[config.mk]
export PLATFORM = sky130hd
export DESIGN_NAME = fifo_sram_prefetch
export DESIGN_NICKNAME = d
export VERILOG_FILES = /design/src/rtl/fifo_sram_pkg.sv /design/src/rtl/fifo_sram_skid_buf.sv /design/src/rtl/fifo_sram_prefetch.sv
export SDC_FILE = /design/constraint.sdc
export NUM_CORES = 1
export LEC_CHECK = 0
export ABC_AREA = 1
export BUFFER_PORTS_ARGS = -buffer_cell sky130_fd_sc_hd__buf_2
export CELL_PAD_IN_SITES_DETAIL_PLACEMENT = 0
export CELL_PAD_IN_SITES_GLOBAL_PLACEMENT = 1
export CORE_UTILIZATION = 43
export CTS_CLUSTER_DIAMETER = 120
export DETAILED_ROUTE_END_ITERATION = 10
export GPL_TIMING_DRIVEN = 0
export PLACE_DENSITY = 0.95
export SETUP_SLACK_MARGIN = 0.5
export SYNTH_ARGS = -nofsm -noshare
export SYNTH_HDL_FRONTEND = slang
export SYNTH_SLANG_ARGS = --single-unit
[constraint.sdc]
create_clock -name clk_i -period 7.3 [get_ports clk_i]
set_clock_uncertainty 0.1 [all_clocks]
set_input_delay 1.095 -clock clk_i [delete_from_list [all_inputs] [get_ports clk_i]]
set_output_delay 1.095 -clock clk_i [all_outputs]
set_load 0.005 [all_outputs]
[src/rtl/fifo_sram_pkg.sv]
// Shared constants for the BRAM FIFO read-side adapter.
//   FIFO_SRAM_RD_LAT_NOREG / _REG : pop-to-data latency without / with the
//                                   BRAM output register
//   DATA_SPLIT                    : default payload width
//   fifo_sram_ptr_w()             : pointer width for a register FIFO depth
package fifo_sram_pkg;

  localparam int unsigned FIFO_SRAM_RD_LAT_NOREG = 1;
  localparam int unsigned FIFO_SRAM_RD_LAT_REG   = 2;
  localparam int unsigned FIFO_SRAM_RD_LAT_MAX   = 4;
  localparam int unsigned DATA_SPLIT             = 32;

  function automatic int unsigned fifo_sram_ptr_w(input int unsigned depth);
    return (depth > 1) ? $clog2(depth) : 1;
  endfunction

endpackage

[src/rtl/fifo_sram_skid_buf.sv]
// Small register FIFO that lands words returning from the BRAM FIFO.
//   clk_i, rst_i : clock, asynchronous active-high reset
//   flush_i      : empties the buffer; wins over push and pop
//   push_i       : write wdata_i at the tail
//   pop_i        : drop the head (ignored while empty)
//   valid_o      : buffer non-empty
//   rdata_o      : head entry (0 while empty)
//   usage_o      : number of stored entries
module fifo_sram_skid_buf
  import fifo_sram_pkg::*;
#(
  parameter int unsigned DATA_WIDTH = DATA_SPLIT,
  parameter int unsigned DEPTH      = 2,
  parameter int unsigned CNT_W      = $clog2(DEPTH + 1)
) (
  input  logic                  clk_i,
  input  logic                  rst_i,
  input  logic                  flush_i,
  input  logic                  push_i,
  input  logic [DATA_WIDTH-1:0] wdata_i,
  input  logic                  pop_i,
  output logic                  valid_o,
  output logic [DATA_WIDTH-1:0] rdata_o,
  output logic [CNT_W-1:0]      usage_o
);

  localparam int unsigned PTR_W = fifo_sram_ptr_w(DEPTH);

  logic [DATA_WIDTH-1:0] mem_q [DEPTH];
  logic [DATA_WIDTH-1:0] mem_d [DEPTH];
  logic [PTR_W-1:0]      wr_ptr_q, wr_ptr_d;
  logic [PTR_W-1:0]      rd_ptr_q, rd_ptr_d;
  logic [CNT_W-1:0]      cnt_q, cnt_d;
  logic                  do_pop;

  // DEPTH need not be a power of two: wrap by compare-and-clear
  function automatic logic [PTR_W-1:0] ptr_next(input logic [PTR_W-1:0] p);
    return (p == PTR_W'(DEPTH - 1)) ? '0 : p + PTR_W'(1);
  endfunction

  assign do_pop = pop_i & (cnt_q != '0);

  always_comb begin
    mem_d    = mem_q;
    wr_ptr_d = wr_ptr_q;
    rd_ptr_d = rd_ptr_q;
    cnt_d    = cnt_q;
    if (flush_i) begin
      wr_ptr_d = '0;
      rd_ptr_d = '0;
      cnt_d    = '0;
    end else begin
      if (push_i) begin
        mem_d[wr_ptr_q] = wdata_i;
        wr_ptr_d        = ptr_next(wr_ptr_q);
      end
      if (do_pop) begin
        rd_ptr_d = ptr_next(rd_ptr_q);
      end
      case ({push_i, do_pop})
        2'b10:   cnt_d = cnt_q + CNT_W'(1);
        2'b01:   cnt_d = cnt_q - CNT_W'(1);
        default: cnt_d = cnt_q;
      endcase
    end
  end

  always_ff @(posedge clk_i or posedge rst_i) begin
    if (rst_i) begin
      for (int unsigned i = 0; i < DEPTH; i++) begin
        mem_q[i] <= '0;
      end
      wr_ptr_q <= '0;
      rd_ptr_q <= '0;
      cnt_q    <= '0;
    end else begin
      mem_q    <= mem_d;
      wr_ptr_q <= wr_ptr_d;
      rd_ptr_q <= rd_ptr_d;
      cnt_q    <= cnt_d;
    end
  end

  assign valid_o = (cnt_q != '0);
  assign rdata_o = valid_o ? mem_q[rd_ptr_q] : '0;
  assign usage_o = cnt_q;

endmodule

[src/rtl/fifo_sram_prefetch.sv]
// Read-side adapter: turns the BRAM FIFO's pop / fixed-latency data into a
// valid/ready stream. Pops are issued only when the skid buffer has room for
// every word already in flight, so returning data always has a slot.
//   clk_i, rst_i  : clock, asynchronous active-high reset
//   flush_i       : drop buffered and in-flight words (also flushes upstream)
//   fifo_empty_i  : upstream FIFO empty
//   fifo_data_i   : upstream read data, valid RD_LATENCY cycles after a pop
//   fifo_pop_o    : upstream read enable
//   valid_o/ready_i/data_o : consumer stream
//   usage_o       : skid buffer occupancy (in-flight words excluded)
module fifo_sram_prefetch
  import fifo_sram_pkg::*;
#(
  parameter int unsigned DATA_WIDTH = DATA_SPLIT,
  parameter int unsigned RD_LATENCY = FIFO_SRAM_RD_LAT_NOREG,
  parameter int unsigned SKID_DEPTH = RD_LATENCY + 1,
  parameter int unsigned CNT_W      = $clog2(SKID_DEPTH + 1)
) (
  input  logic                  clk_i,
  input  logic                  rst_i,
  input  logic                  flush_i,
  input  logic                  fifo_empty_i,
  input  logic [DATA_WIDTH-1:0] fifo_data_i,
  output logic                  fifo_pop_o,
  output logic                  valid_o,
  input  logic                  ready_i,
  output logic [DATA_WIDTH-1:0] data_o,
  output logic [CNT_W-1:0]      usage_o
);

  if (RD_LATENCY < 1 || RD_LATENCY > FIFO_SRAM_RD_LAT_MAX) begin : g_lat_chk
    $error("fifo_sram_prefetch: RD_LATENCY must be 1..4");
  end
  if (SKID_DEPTH < RD_LATENCY + 1) begin : g_skid_chk
    $error("fifo_sram_prefetch: SKID_DEPTH must be >= RD_LATENCY+1");
  end

  // One extra bit so usage + inflight cannot wrap
  localparam int unsigned SUM_W = CNT_W + 1;

  logic [RD_LATENCY-1:0] trk_q, trk_d;
  logic                  flush_q, flush_d;
  logic [SUM_W-1:0]      inflight;
  logic [SUM_W-1:0]      occ;
  logic                  pop;
  logic                  land;
  logic                  xfer;
  logic                  buf_valid;
  logic [DATA_WIDTH-1:0] buf_data;
  logic [CNT_W-1:0]      buf_usage;

  assign xfer = buf_valid & ready_i;
  // Tracker's oldest bit marks fifo_data_i as carrying a popped word this cycle
  assign land = trk_q[RD_LATENCY-1] & ~flush_i;

  always_comb begin
    inflight = '0;
    for (int unsigned i = 0; i < RD_LATENCY; i++) begin
      inflight = inflight + SUM_W'(trk_q[i]);
    end
  end

  // Credit: a word leaving this cycle frees its slot for a pop this cycle.
  // flush_q covers the cycle where the upstream FIFO is still flushing.
  always_comb begin
    occ = SUM_W'(buf_usage) + inflight;
    pop = ~fifo_empty_i & ~flush_i & ~flush_q & ~rst_i &
          (occ < SUM_W'(SKID_DEPTH) + SUM_W'(xfer));
  end

  always_comb begin
    trk_d   = '0;
    flush_d = flush_i;
    if (!flush_i) begin
      trk_d[0] = pop;
      for (int unsigned i = 1; i < RD_LATENCY; i++) begin
        trk_d[i] = trk_q[i-1];
      end
    end
  end

  always_ff @(posedge clk_i or posedge rst_i) begin
    if (rst_i) begin
      trk_q   <= '0;
      flush_q <= 1'b0;
    end else begin
      trk_q   <= trk_d;
      flush_q <= flush_d;
    end
  end

  fifo_sram_skid_buf #(
    .DATA_WIDTH (DATA_WIDTH),
    .DEPTH      (SKID_DEPTH),
    .CNT_W      (CNT_W)
  ) u_skid (
    .clk_i   (clk_i),
    .rst_i   (rst_i),
    .flush_i (flush_i),
    .push_i  (land),
    .wdata_i (fifo_data_i),
    .pop_i   (xfer),
    .valid_o (buf_valid),
    .rdata_o (buf_data),
    .usage_o (buf_usage)
  );

  assign fifo_pop_o = pop;
  assign valid_o    = buf_valid;
  assign data_o     = buf_data;
  assign usage_o    = buf_usage;

endmodule
==> After elaboration in Yosys (flattened, before gate mapping) <==
Index checks and enable logic that the tools add are counted.
{ "totals": {"word_cells": 54, "ff_bits": 70, "out_inout_bits": 36, "input_bits": 37} }
{ "classes": {"magnitude_cmp": 4, "n_mux": 16, "n_reduce_logical": 6, "addsub": 6, "bitwise_logic": 13, "n_eq_ne": 2} }
{ "ops": {"columns": ["op", "n"], "rows": [
  ["32-bit two-way mux", 5],
  ["64-bit bitwise mux", 1],
  ["32-bit demux with 1-bit select", 1],
  ["1-bit AND", 7],
  ["1-bit two-way mux", 7],
  ["2-bit nonzero test", 3],
  ["2-bit greater-or-equal comparator, second input constant", 2],
  ["1-bit inverter", 4],
  ["1-bit inverter with 2-bit output", 2],
  ["2-bit case mux with 2 select lines", 1],
  ["2-bit by 1-bit adder with 3-bit output", 1],
  ["2-bit by 1-bit adder with 3-bit output, first input constant", 1],
  ["3-bit < comparator", 1],
  ["3-bit nonzero test", 1],
  ["1-bit adder, second input constant", 2],
  ["2-bit by 1-bit adder with 2-bit output, second input constant", 1],
  ["2-bit by 1-bit == test with 1-bit output, second input constant", 1],
  ["2-bit == test, second input constant", 1],
  ["2-bit by 1-bit < comparator with 1-bit output, second input constant", 1],
  ["2-bit two-way mux", 1],
  ["2-bit AND reduction", 1],
  ["2-bit by 1-bit subtractor with 2-bit output, second input constant", 1],
  ["1-bit logical AND", 1]
]} }

==> Longest topological paths before layout <==
Gate-level depths: netlist of run 1.
{ "depth": {"depth_word": 6, "ltp_mapped": 8, "ltp_nobuf": 8} }

==> Hierarchy <==
A second synthesis of run 1 with hierarchy kept.
{ "hier_totals": {"hier_cells": 395, "area_unflattened_um2": 3271.9} }
{ "by_module_without_submodules": {"columns": ["module", "cells_each", "area_each_um2", "n_inst"], "rows": [
  ["fifo_sram_skid_buf", 377, 3143.0, 1],
  ["fifo_sram_prefetch", 18, 128.9, 1]
]} }

==> Worst setup path before layout of run 1 <==
No wires, ideal clock.
{ "synth_timing": {"path_kind": "input-to-output", "from": "input rst_i", "to": "output fifo_pop_o", "t_required_ps": 6105, "cell_stages": 3, "arrival_time_ps": 3001, "setup_slack_ps": 3104, "path_buffers": 0, "path_cell_list": "inv_1 > nand3_1 > a21oi_1"} }
{ "synth_between": {"elab_chain_cells": 3} }
{ "synth_lines": {"columns": ["item", "line", "text"], "rows": [
  ["start, declared", "fifo_sram_prefetch.sv:20", "input logic rst_i,"],
  ["1-bit inverter", "fifo_sram_prefetch.sv:67", "pop = ~fifo_empty_i & ~flush_i & ~flush_q & ~rst_i &"],
  ["1-bit AND (2 in series)", "fifo_sram_prefetch.sv:67", null],
  ["end, declared", "fifo_sram_prefetch.sv:24", "output logic fifo_pop_o,"]
]} }
No other way between the ends.

==> Final worst setup path of run 1 <==
Ends and elaborated chain as after synthesis.

==> results.md, run 1 <==
- The die height is 88.93 um.
- The cell count after synthesis is 388.
- The required time reported for the critical path endpoint is 6.11 ns.
- STA classifies the critical path startpoint as an input port.
- In the layout the commonest cells are 140 x nand2_1, 77 x buf_2, 70 x dfrtp_1.
- The initial antenna violation count came to 0.
- The sequential cell area is 1752 um^2.
- After detailed routing, the number of remaining DRC violations is 0.
- Grouping stages by cell kind, the critical path spends the most delay in buffers and inverters.
- The mapped cell area is 3249 um^2.
- STA classifies the critical path endpoint as a primary output.
- During synthesis, Yosys emitted a total of 0 warnings.
- The period utilization is 47.76%.
- The clock passes through at most 2 buffers.
- The H-tree depth is 3.
- The critical path is of the in -> out type.
- The max-slew violation count is 0.
- On the worst path, the slowest cell contributes a delay of 0.60 ns.
- Power comes to 0.0009579 W.
- The first-pass GRT wire length is 12560 um.
- The path class of the lowest-slack min-delay path is reg -> reg.
- The dominant cell type by count on the critical path is buf_2.
- Traced cell by cell, the critical path runs through buf_2, inv_4, nand3_1, a21oi_1, buf_2.
- The I/O pin count is 73.
- The count of cell types in the netlist is 21.
- The number of inserted filler cells in the final layout is 729.
- A synthesized cell averages 8.375 um^2.
- Once detailed placement completed, the half-perimeter wirelength came to 5022 um.
- The number of buffers created by CTS is 9.
- Buffers placed on the I/O ports in this run total 72.
- The number of global-route vias before repair is 2710.
- The effective utilization at floorplan is 44.56%.
- Summed over all cells, the static leakage comes to 2.106 nW.
- The number of nets in the layout is 510.
- Global routing consumed, over all layers together, 21.23% of the routing resources.
- The most common library cell in the layout ignoring fill and taps is nand2_1.
- Setup repair after global routing left no endpoint under its margin.
- The number of setup buffers added after CTS is 0.
- The count of buffer and inverter cells on the critical path is 3.
- The flow ran to the end, and the final reports show no timing, DRC or antenna violations.
- The post-synthesis net count is 427.
- The number of inserted diodes is 0.
- The number of nets still failing antenna checks after routing is 0.
- For the final routed database, the setup TNS stands at 0 ns.
- The total of endpoints with negative setup slack in the final report is 0.
- The number of instances on the worst hold path is 2.
- The routed wirelength normalized by instance count is 13.29 um.
- The die covers 7909 um^2.
- The maximum number of pins on one net before global-route repair is 72.
- The max-capacitance violation count is 0.
- After clock tree synthesis, the clock-pin slew on the worst setup and hold paths is 0.07 ns.
- After synthesis the netlist holds a flip-flop and latch count of 70.
- The area growth from synthesis to final layout is 22.56%.
- Of all nets on the critical path, the largest fanout is 71.
- The first detailed-routing pass took 4 iterations.
- The post-layout minimum cycle time is 3.486 ns.
- The quantity of hold-fixing buffers added after cts is 0.
- The ratio of routed vias to standard cells is 4.854.
- Counting buffers and inverters, the worst setup path is 5 cells deep.
- The weighted congestion reported at the end of routability-driven placement is 0.7565.
- The quantity of gates resized following cts is 0.
- The count of placed standard cells in the final layout, fillers left out is 575.
- The post-placement cell count is 559.
- The floorplan step set the die width to 88.93 um.
- For this run the aggregate overflow at the end of global routing stands at 0.
- The insertion delay to the later sink of the worst-skew pair is 0.35 ns.
- Measured against its own limit, the worst slew margin works out to 43.22%.
- After synthesis, flip-flops and latches occupy 53.91% of the total area.
- The number of design-rule violations left by the first detailed-router iteration is 132.
- The total power density per cell area is 240.5 nW/um^2.
- The number of hold violations in the final report was 0.
- The row count is 31.
- The highest clock frequency the design can meet is 286.8 MHz.
- For the worst setup path, the data arrival time is 2.29 ns.
- The number of cells on the worst reg-to-reg path is 5.
- The clock tree from TritonCTS is built.
- The measured slew at the worst slew-check pin is 0.8517 ns.
- The critical path's slowest cell is inv_4.
- The clock net sink count is 70.
- The combined area of the multi-input logic cells is 1212 um^2.
- The share of post-route cells with drive strength above 1 is 26.89%.
- The core area is 7292 um^2.
- The final route contains 2791 vias.
- The worst-case IR drop observed on VDD is 0.1185 mV.
- On the final layout, the worst hold slack is 0.3857 ns.
- Summed over all layers, the routed wires come to 7643 um.
- The buffer cell driving the clock tree root is clkbuf_8.
cell usage after synthesis (all sizes together):
cell type  count  share of area, %
nand3          4              0.62
dfrtp         70                54
o21ai         65                13
or2            2              0.39
ha             2              0.77
nand4          1              0.19
a21oi         35               5.4
nor2           4              0.46
clkbuf        12               1.4
nand2        142                17
buf           11               2.8
inv           38               4.4
clkinv         1              0.12
xor2           1              0.27
final timing paths:
kind / start / endpoint / slack [ns]
setup / recovery: rst_i / fifo_pop_o / 3.81
hold / removal: u_skid.mem_q[36] / u_skid.mem_q[36] / 0.39
setup reg to reg: trk_q / u_skid.mem_q[0] / 5.80
hold reg to reg: u_skid.mem_q[36] / u_skid.mem_q[36] / 0.39
max in group asynchronous: rst_i / u_skid.usage_o[1] / 5.73
min in group asynchronous: rst_i / u_skid.mem_q[52] / 0.81
final cells by class:
class | count | area share (%)
inverters | 39 | 3.739
clock buffers | 10 | 3.456
repair buffers | 72 | 9.048
multi-input cells | 256 | 30.44
flip-flops and latches | 70 | 43.98
plain buffers | 23 | 3.487
well taps | 99 | 3.110
clock inverters | 6 | 2.733
registers in the layout (all words and copies together), names as in the netlist:
signal / count
trk_q: 1
flush_q: 1
u_skid.usage_o: 2
u_skid.mem_q: 64
u_skid.wr_ptr_q: 1
u_skid.rd_ptr_q: 1
cell families (layout without fill, tap and decap cells):
family | Yosys count | count (layout) | synth area share, %
AO/OA/AOI/OAI | 100 | 100 | 18.06
XOR/XNOR | 1 | 1 | 0.2696
adder cells (fa/ha/maj) | 2 | 2 | 0.7700
flip-flops | 70 | 70 | 53.91
buffers and inverters | 62 | 150 | 8.779
AND/OR/NAND/NOR | 153 | 153 | 18.21
layer usage:
layer  routed length (um)  track usage [%]  up-vias
met5                    0                0        -
met1                 3387            28.06     1292
met2                 3683            34.76       90
met3                  493            5.910       10
met4                   79            5.628        0
li1                     -                -     1399
per-stage QoR:
step,utilization (%),instance area (um^2),setup slack (ns)
3_5_place_dp,51.24,3736,3.752
5_1_grt,54.62,3983,3.548
3_3_place_gp,51.20,3734,2.325
6_report,54.62,3983,3.814
4_1_cts,54.62,3983,3.744
2_1_floorplan,-,3249,3.104
worst reg2reg max path: stages, from the launching register on:
cell	delay, ns
dfrtp_1	0.40
nand2_2	0.10
inv_1	0.07
nand2_2	0.16
clkbuf_1	0.37
o21ai_0	0.15
power breakdown:
group          internal, W  leakage (nW)  switching (W)  total [W]
Combinational    0.0000512          1.05      0.0000679   0.000119
Sequential        0.000433         0.930      0.0000234   0.000457
Clock             0.000235         0.126       0.000147   0.000382
Total             0.000720          2.11       0.000238   0.000958
(Power assumes the default switching activity.)
==> run 2: changes to the inputs <==
Settings changed: CORE_UTILIZATION 43 to 36, PLACE_DENSITY 0.95 to 0.88.
Clock period 7.3 ns to 2.9 ns, I/O delays scaled along.
==> run 2 against run 1 <==
  * Via count is 0.18% lower
  * Flip-flop and latch count stayed put
  * Register-to-register slack worse by 4.4 ns
==> results.md, run 2 (synthesis results as in run 1) <==
- Result of the run: finished, final reports clean (unchanged).
- The total congestion overflow is 0 (unchanged).
- The clock net sink count is 70 (unchanged).
- The post-layout minimum cycle time is 2.249 ns.
- The buffer cell driving the clock tree root is clkbuf_8 (unchanged).
- The critical path capture point is data_o[30] (was fifo_pop_o).
- The stage delay of the slowest cell on the critical path is 0.42 ns (was 0.60 ns).
- The number of inserted diodes is 0 (unchanged).
- The die outline area was 9410 um^2 (was 7909 um^2).
- The area of all placed cells without fillers is 4005 um^2 (was 3983 um^2).
- The effective utilization at floorplan is 37.26% (was 44.56%).
- The number of inserted filler cells in the final layout is 889 (was 729).
- The weighted congestion reported at the end of routability-driven placement is 0.7373 (was 0.7565).
- The dominant cell type by count on the critical path is buf_2 (unchanged).
- The detailed-route wire length is 8016 um (was 7643 um).
- The signal arrival time at the worst endpoint was 1.71 ns (was 2.29 ns).
- The count of buffer and inverter cells on the critical path is 3 (unchanged).
- The register bank with the most flops is u_skid.mem_q (unchanged).
- The max-capacitance violation count is 0 (unchanged).
- Most used cells in the layout excluding fill and tap cells: 140 x nand2_1, 77 x buf_2, 68 x dfrtp_1 (was 140 x nand2_1, 77 x buf_2, 70 x dfrtp_1).
- Unrepaired setup endpoints after global routing: no (unchanged).
- The total of endpoints with negative setup slack in the final report is 0 (unchanged).
- The required time reported for the critical path endpoint is 2.37 ns (was 6.11 ns).
- The number of buffers added on ports is 72 (unchanged).
- The most common library cell in the layout ignoring fill and taps is nand2_1 (unchanged).
- The initial antenna violation count is 0 (unchanged).
- Cell chain of the critical path: buf_2, clkbuf_1, nand2_1, a21oi_1, buf_2 (was buf_2, inv_4, nand3_1, a21oi_1, buf_2).
- The total power density per cell area is 582.7 nW/um^2 (was 240.5 nW/um^2).
- The combined area of the multi-input logic cells is 1212 um^2 (unchanged).
- The length in cells of the worst reg-to-reg path came to 5 (unchanged).
- The startpoint type of the worst setup path is a flop (was input port).
- The routed wirelength normalized by instance count is 13.70 um (was 13.29 um).
- The share of post-route cells with drive strength above 1 is 28.72% (was 26.89%).
- The number of buffers created by CTS is 9 (unchanged).
- The HPWL reported at the end of detailed placement is 5260 um (was 5022 um).
- The die height is 97.01 um (was 88.93 um).
- The number of design-rule violations left by the first detailed-router iteration is 180 (was 132).
- The critical path's slowest cell was clkbuf_1 (was inv_4).
- The endpoint class of the critical path is a primary output (unchanged).
- The number of optimization iterations in the first detailed-route pass came to 4 (unchanged).
- The static leakage power is 2.113 nW (was 2.106 nW).
- The critical register-to-register path endpoint is u_skid.mem_q[20] (was u_skid.mem_q[0]).
- The path class of the lowest-slack min-delay path is in -> async (was reg -> reg).
- The I/O pin count is 73 (unchanged).
- The clock tree from TritonCTS is built (unchanged).
- The area growth from synthesis to final layout is 23.26% (was 22.56%).
- The relative max-transition margin is 25.59% (was 43.22%).
- Based on the critical path, the design can be clocked at up to 444.6 MHz.
- The launch point of the worst reg-to-reg path is trk_q (unchanged).
- The post-CTS clock slew at the launch and capture registers of the worst setup and hold paths was 0.08 ns (was 0.07 ns).
- The number of flip-flops under the largest register name was 64 (unchanged).
- The first-pass GRT wire length is 13850 um (was 12560 um).
- The maximum VDD drop is 0.2725 mV (was 0.1185 mV).
- The insertion delay to the later sink of the worst-skew pair came to 0.34 ns (was 0.35 ns).
- The post-route DRC violation count is 0 (unchanged).
- The family of cells with the greatest summed delay on the critical path is buffers and inverters (unchanged).
- The sum of negative setup slack is 0 ns (unchanged).
- The row count was 34 (was 31).
- The total number of vias came to 2786 (was 2791).
- The ratio of routed vias to standard cells came to 4.762 (was 4.854).
- The number of nets in the layout came to 512 (was 510).
- The quantity of hold-fixing buffers added after cts was 0 (unchanged).
- The H-tree depth is 3 (unchanged).
- The number of global-route vias before repair is 2882 (was 2710).
- The max-slew violation count is 0 (unchanged).
- The post-place instance area is 3769 um^2 (was 3736 um^2).
- The fraction of the core area covered by cells at the end of the flow is 45.93% (was 54.62%).
- The highest net fanout along the worst path came to 10 (was 71).
- The worst setup path startpoint is u_skid.rd_ptr_q (was rst_i).
- The measured slew at the worst slew-check pin is 1.110 ns (was 0.8517 ns).
- The total track usage is 18.51% (was 21.23%).
- The critical path depth in cells is 5 (unchanged).
- The horizontal extent of the die is 97.01 um (was 88.93 um).
- The core area is 8721 um^2 (was 7292 um^2).
- The sequential cell area is 1754 um^2 (was 1752 um^2).
- The kind of critical path is reg -> out (was in -> out).
- The number of hold violations in the final report is 0 (unchanged).
- The maximum number of pins on one net before global-route repair is 31 (was 72).
- The maximum buffer depth of the clock tree is 2 (unchanged).
- The flop-to-flop setup slack is 1.39 ns (was 5.80 ns).
- The period utilization is 77.57%.
- The number of nets still failing antenna checks after routing is 0 (unchanged).
-- run 2: cell types whose count changed in the layout (fill, tap and decap cells not counted), moves of 2 or more --
| cell | delta |
|---|---|
| clkbuf_1 | -6 |
| clkbuf_2 | +6 |
| dfrtp_1 | -2 |
| dfrtp_2 | +2 |
-- run 2: cell type report --
| cell class | count | share of cell area, % |
|---|---|---|
| multi-input combinational | 256 | 30.27 |
| inverter | 39 | 3.749 |
| buffer | 23 | 3.655 |
| tap | 108 | 3.374 |
| clock inverter | 4 | 1.749 |
| clock buffer | 11 | 3.780 |
| timing repair buffer | 73 | 9.497 |
| sequential | 70 | 43.80 |
| timing repair inverter | 1 | 0.1250 |
-- run 2: where the power goes --
group / switching (W) / internal [W]
combinational: 0.000172 / 0.000133
clock: 0.000355 / 0.000524
sequential: 0.0000597 / 0.00109
total: 0.000587 / 0.00175
-- run 2: worst min-delay path by stage --
stage                          start  slack [ns]               end  cells after the start
floorplan            u_skid.mem_q[0]        0.35   u_skid.mem_q[0]                      2
detailed placement  u_skid.mem_q[49]        0.37  u_skid.mem_q[49]                      2
global placement    u_skid.mem_q[37]        0.36  u_skid.mem_q[37]                      2
global route                   rst_i        0.09  u_skid.mem_q[34]                      2
finish                         rst_i        0.04  u_skid.mem_q[34]                      2
CTS                            rst_i        0.07  u_skid.mem_q[34]                      2
-- run 2: metal layers --
metal	global-route usage [%]	share of wire (%)
met1	24.58	46
met4	7.118	1.6
met5	0	0
met2	30.44	48
met3	2.818	4.8
-- run 2: timing repair --
| item | 4_1_cts | 5_1_grt |
|---|---|---|
| setup buffers | 0 | 0 |
| setup endpoints to repair | 20 | 15 |
| gates cloned | 1 | 0 |
| resized for setup | 4 | 6 |
-- run 2: stage by stage --
step / std cells / hold slack, ns / total power (W) / setup slack (ns)
after floorplan: 388 / 0.3529 / 0.001375 / 0.5565
after global placement: 568 / 0.3643 / 0.001454 / -0.09568
after detailed placement: 569 / 0.3687 / 0.001474 / 0.4155
after CTS: 585 / 0.06918 / 0.002360 / 0.5115
after global routing: 585 / 0.08855 / 0.002459 / 0.5123
final: 585 / 0.04308 / 0.002334 / 0.6506
